## src/rtl/pc_redirect_ctrl.sv

```systemverilog
// PC redirect sequencer: arbitrates trap and EX redirects, merges stall sources
// into hold, parks redirects blocked by a stalled fetch bus, and times the front-end flush.
module pc_redirect_ctrl #(
  parameter int ADDR_W       = 32,
  parameter int FLUSH_CYCLES = 2
) (
  input  logic              clk,
  input  logic              rst_n,
  input  logic              ex_jmp_req_i,
  input  logic [ADDR_W-1:0] ex_jmp_addr_i,
  input  logic              trap_req_i,
  input  logic [ADDR_W-1:0] trap_addr_i,
  input  logic              bus_stall_i,
  input  logic              div_busy_i,
  output logic              jmp_en_o,
  output logic [ADDR_W-1:0] jmp_addr_o,
  output logic              hold_o,
  output logic              flush_o,
  output logic              trap_ack_o,
  output logic [1:0]        state_o
);

  // state | meaning
  // IDLE  | no redirect in flight; requests issue in the same cycle when the bus is free
  // PEND  | redirect parked in pend_addr until the fetch bus accepts it
  // FLUSH | front end being squashed for flush_cnt unstalled cycles
  localparam logic [1:0] S_IDLE  = 2'd0;
  localparam logic [1:0] S_PEND  = 2'd1;
  localparam logic [1:0] S_FLUSH = 2'd2;

  localparam int CNT_W = $clog2(FLUSH_CYCLES + 1);
  localparam logic [CNT_W-1:0] CNT_LOAD = CNT_W'(FLUSH_CYCLES);
  localparam logic [CNT_W-1:0] CNT_ONE  = CNT_W'(1);

  logic [1:0]        state, state_nxt;
  logic [ADDR_W-1:0] pend_addr, pend_addr_nxt;
  logic              pend_is_trap, pend_is_trap_nxt;
  logic [CNT_W-1:0]  flush_cnt, flush_cnt_nxt;

  logic              issue;
  logic              issue_trap;
  logic [ADDR_W-1:0] issue_addr;
  logic              flush;
  logic [ADDR_W-1:0] win_addr;

  assign win_addr = trap_req_i ? trap_addr_i : ex_jmp_addr_i;

  always_comb begin
    state_nxt        = state;
    pend_addr_nxt    = pend_addr;
    pend_is_trap_nxt = pend_is_trap;
    flush_cnt_nxt    = flush_cnt;
    issue            = 1'b0;
    issue_trap       = 1'b0;
    issue_addr       = '0;
    flush            = 1'b0;
    case (state)
      S_IDLE: begin
        if (trap_req_i || ex_jmp_req_i) begin
          if (!bus_stall_i) begin
            issue         = 1'b1;
            issue_trap    = trap_req_i;
            issue_addr    = win_addr;
            flush_cnt_nxt = CNT_LOAD;
            state_nxt     = S_FLUSH;
          end else begin
            pend_addr_nxt    = win_addr;
            pend_is_trap_nxt = trap_req_i;
            state_nxt        = S_PEND;
          end
        end
      end
      S_PEND: begin
        // EX is frozen while parked, so only a trap may replace the pending target
        if (bus_stall_i) begin
          if (trap_req_i && !pend_is_trap) begin
            pend_addr_nxt    = trap_addr_i;
            pend_is_trap_nxt = 1'b1;
          end
        end else begin
          issue            = 1'b1;
          issue_trap       = pend_is_trap;
          issue_addr       = pend_addr;
          pend_is_trap_nxt = 1'b0;
          flush_cnt_nxt    = CNT_LOAD;
          state_nxt        = S_FLUSH;
        end
      end
      S_FLUSH: begin
        flush = 1'b1;
        if (trap_req_i) begin
          if (!bus_stall_i) begin
            issue         = 1'b1;
            issue_trap    = 1'b1;
            issue_addr    = trap_addr_i;
            flush_cnt_nxt = CNT_LOAD;
          end else begin
            pend_addr_nxt    = trap_addr_i;
            pend_is_trap_nxt = 1'b1;
            state_nxt        = S_PEND;
          end
        end else if (!bus_stall_i) begin
          if (flush_cnt == CNT_ONE) begin
            flush_cnt_nxt = '0;
            state_nxt     = S_IDLE;
          end else begin
            flush_cnt_nxt = flush_cnt - CNT_ONE;
          end
        end
      end
      default: state_nxt = S_IDLE;
    endcase
    if (issue) flush = 1'b1;
  end

  always_ff @(posedge clk or negedge rst_n) begin
    if (!rst_n) begin
      state        <= S_IDLE;
      pend_addr    <= '0;
      pend_is_trap <= 1'b0;
      flush_cnt    <= '0;
    end else begin
      state        <= state_nxt;
      pend_addr    <= pend_addr_nxt;
      pend_is_trap <= pend_is_trap_nxt;
      flush_cnt    <= flush_cnt_nxt;
    end
  end

  // Issue is combinational from IDLE, so outputs are gated to stay quiet during reset
  assign jmp_en_o   = issue & rst_n;
  assign jmp_addr_o = (issue && rst_n) ? issue_addr : '0;
  assign flush_o    = flush & rst_n;
  assign trap_ack_o = issue & issue_trap & rst_n;
  assign hold_o     = bus_stall_i | div_busy_i | (state == S_PEND);
  assign state_o    = state;

endmodule

```

## config.mk

```make
export PLATFORM = sky130hd
export DESIGN_NAME = pc_redirect_ctrl
export DESIGN_NICKNAME = d
export VERILOG_FILES = /design/src/rtl/pc_redirect_ctrl.sv
export SDC_FILE = /design/constraint.sdc
export NUM_CORES = 1
export LEC_CHECK = 0
export BUFFER_PORTS_ARGS = -buffer_cell sky130_fd_sc_hd__buf_4
export CORE_MARGIN = 2
export CORE_UTILIZATION = 53
export CTS_CLUSTER_DIAMETER = 200
export CTS_CLUSTER_SIZE = 24
export DETAILED_ROUTE_END_ITERATION = 12
export GPL_TIMING_DRIVEN = 1
export PLACE_DENSITY = 0.89
export SLEW_MARGIN = 10
export SYNTH_ARGS = -nofsm -noshare
export SYNTH_HDL_FRONTEND = slang
export SYNTH_SLANG_ARGS = --single-unit
```

## constraint.sdc

```tcl
create_clock -name clk -period 6.1 [get_ports clk]
set_clock_uncertainty 0.2 [all_clocks]
set_input_delay 1.22 -clock clk [delete_from_list [all_inputs] [get_ports clk]]
set_output_delay 1.22 -clock clk [all_outputs]
set_load 0.01 [all_outputs]
```

==> results.toml <==
[setup_path]
ff2ff_setup_slack_ns = 3.10
critical_path.n_buffers_inverters = 2
critPathSlowestCell = "sky130_fd_sc_hd__nor3b_4"
r2r-start = "state_o[1]$_DFFE_PN0P_"
family_with_the_most_delay_on_the_worst_path = "simple AND/OR/NAND/NOR gates"
path_cells = "buf_4, nand2b_1, nor3b_4, a222oi_1, nor2_1, buf_4"
timing.critical_path.mode_cell = "sky130_fd_sc_hd__buf_4"
setup.worst_path.start_class = "input pin"
worst_setup_path_startpoint = "trap_req_i"
crit_type = "input pin to output pin"
cp_data_required_time_ns = 4.68
timing.critical_path.arrival_ns = 3.24
worst_setup_path_end_kind = "output pin"
number_of_cells_on_the_critical_path = 6
timing.critical_path.slowest_cell_delay_ns = 1.01
path_max_fanout = 26
r2r_end = "pend_addr[5]$_DFFE_PN0P_"
crit_path_end = "jmp_addr_o[2]"
worst_r2r_path_depth = 6

[power_and_ir_drop]
irDropWorstVdd_mv = 0.2289
power_per_unit_of_standard_cell_area_nw_per_um2 = 430.8
leakage_power_total_nw = 1.696

[synth]
synthCells = 251
post_synth_instance_area_um2 = 2756
synth.distinct_cells = 34
mappedNetlistNets = 327
ffs_latches_synth = 37
synth-main-ff-cell = "sky130_fd_sc_hd__dfrtp_1"
synth-edff-count = 0
seq_area_frac_synth_pct = 33.59
syn_avg_cell_area_um2 = 10.98
synth-async-reset-ratio_pct = 100.0
yosysWarnings = 0

[route]
final_antenna_net_count = 0
drt_pass1_iterations = 7
remaining_drc_errors = 0
totalWireLength_um = 7358
detailedRoute.firstIterationViolations = 258
routed_wire_length_per_instance_um = 17.73
dr_total_vias = 2540
route.detailed.vias_per_inst = 6.120

[sta]
fin_worst_hold_slack_ns = 0.3177
finalSetupTns_ns = 0
worst_pin_slew_ns = 1.198
final_min_period_over_clock_period_pct = 76.33
hold_viol = 0
clock.fmax_mhz = 214.8
setup-violations-final = 0
max_slew_margin_pct = 20.06
finalMaxSlewViolations = 0
fin_crit_ns = 4.656
rsz_0062_raised_after_global_routing = "false"

[outcome]
outcome = "finished, final reports clean"

[global_routing]
antenna_found_initial = 0
largest_net_degree_at_the_start_of_global_routing = 41
overflow_after_grt = 0
grt_pass1_vias = 2662
grt_usage_pct = 25.20
grt_pass1_wl_um = 12140

[layout]
regArea_um2 = 925.9
final_cell_mix = "sky130_fd_sc_hd__buf_4, sky130_fd_sc_hd__dfrtp_1, sky130_fd_sc_hd__nor2_1"
mostFrequentLayoutCell = "sky130_fd_sc_hd__buf_4"
layout-drive-gt1-share_pct = 53.91
insertedDiodeCount = 0
multi_input_area_um2 = 1724
final_cell_utilization_of_the_core_pct = 71.84
fin_nets = 420
areaGrowthSynthToFinish_pct = 32.27
layout.filler_cells = 388
finish.cell_count_without_fillers = 415

[clocking]
htree_num_levels = 2
ctsResizeCount = 0
postcts_setup_bufs = 0
tritoncts = "yes"
cts.hold.buffers_added = 0
ctsLongestPathBuffers = 2
cts_buffers = 5
clkSinkCount = 37
worst_skew_pair.late_latency_ns = 0.28
clock_slew_at_the_register_clock_pins_of_the_worst_setup_and_hold_paths_ns = 0.07
clock-root-buffer = "sky130_fd_sc_hd__clkbuf_8"

[floorplan]
ioPinCount = 108
die-width_um = 76.12
initial_utilization_pct = 54.31
placementRows = 26
die_height_um = 76.12
die-area_um2 = 5793
core-area_um2 = 5075

[placed_design]
placer_congestion_estimate = 0.8662
detailedPlacementHpwl_um = 4944
placed_cells = 407
buffer_ports.inserted = 107

[run]
cap_viol_max_count = 0

[hold_path]
hp_class = "flip-flop to flip-flop"
[cell families (layout without fill, tap and decap cells)]
group,after synthesis,count (layout),synth area share (%)
adder cells (fa/ha/maj),6,6,2.723
AO/OA/AOI/OAI,56,56,17.52
multiplexers,66,66,31.00
AND/OR/NAND/NOR,60,60,10.44
flip-flops,37,37,33.59
buffers and inverters,26,120,4.721
[worst min-delay path by stage]
stage / start / to / slack [ns] / cells past startpoint
global placement: pend_addr[5]$_DFFE_PN0P_ / pend_addr[5]$_DFFE_PN0P_ / 0.29 / 1
CTS: pend_addr[23]$_DFFE_PN0P_ / pend_addr[23]$_DFFE_PN0P_ / 0.32 / 1
detailed placement: pend_addr[21]$_DFFE_PN0P_ / pend_addr[21]$_DFFE_PN0P_ / 0.29 / 1
global route: pend_addr[9]$_DFFE_PN0P_ / pend_addr[9]$_DFFE_PN0P_ / 0.34 / 1
finish: pend_addr[1]$_DFFE_PN0P_ / pend_addr[1]$_DFFE_PN0P_ / 0.32 / 1
floorplan: flush_cnt[0]$_DFFE_PN0P_ / flush_cnt[0]$_DFFE_PN0P_ / 0.27 / 2
[cell type report]
class / count / area share (%)
clock inverter: 2 / 0.2745
inverter: 4 / 0.4118
timing repair buffer: 108 / 22.24
tap: 70 / 2.402
sequential: 37 / 25.39
clock buffer: 6 / 1.990
multi-input combinational: 188 / 47.29
[synth_stat cells (2+ instances only)]
cell type                  number  share of area (%)
sky130_fd_sc_hd__dfrtp_1       37                 34
sky130_fd_sc_hd__nor2_1        37                5.0
sky130_fd_sc_hd__mux2_2        35                 14
sky130_fd_sc_hd__a222oi_1      32                 12
sky130_fd_sc_hd__mux2_4        30                 16
sky130_fd_sc_hd__clkbuf_1      10                1.4
sky130_fd_sc_hd__buf_2          8                1.5
sky130_fd_sc_hd__nand2_1        7               0.95
sky130_fd_sc_hd__a21oi_1        6                1.1
sky130_fd_sc_hd__a22o_1         6                1.9
sky130_fd_sc_hd__ha_1           6                2.7
sky130_fd_sc_hd__o21ai_0        5               0.91
sky130_fd_sc_hd__inv_1          4               0.54
sky130_fd_sc_hd__buf_6          3                1.2
sky130_fd_sc_hd__nand2b_1       3               0.68
sky130_fd_sc_hd__nor2b_1        3               0.68
sky130_fd_sc_hd__nor3b_2        2               0.91
[worst reg2reg max path: cells and delay by family, from the launching register on]
kind                     cells  cell delay, ns
AO/OA/AOI/OAI                3            1.18
buffers and inverters        1            0.17
flip-flops                   1            0.45
adder cells (fa/ha/maj)      1            0.48
multiplexers                 1            0.42
[registers in the layout, summed over array words and instances, names as in the netlist]
| register | count |
|---|---|
| state_o | 2 |
| pend_addr | 32 |
| flush_cnt | 2 |
| pend_is_trap | 1 |
[metal layers]
layer,wire [um],vias up,track usage [%]
li1,-,1166,-
met1,3207,1259,30.69
met2,3642,111,45.98
met3,466,4,4.858
met4,42,0,6.000
met5,0,-,0
[power breakdown]
group / leakage (nW) / internal, mW / switching [mW] / total (mW)
clock: 0.0450 / 0.0792 / 0.0842 / 0.163
sequential: 0.433 / 0.376 / 0.0842 / 0.460
combinational: 1.22 / 0.544 / 0.403 / 0.947
total: 1.70 / 0.999 / 0.572 / 1.57
[metrics by stage]
stage | total power, mW | worst slack (ns) | cell area (um2)
2_1_floorplan | 1.199 | 2.284 | 2756
3_3_place_gp | 1.372 | 1.601 | 3563
3_5_place_dp | 1.403 | 1.522 | 3563
4_1_cts | 1.572 | 1.520 | 3646
5_1_grt | 1.671 | 1.351 | 3646
6_report | 1.571 | 1.444 | 3646
Note: power is estimated with default switching activity, not from simulation.
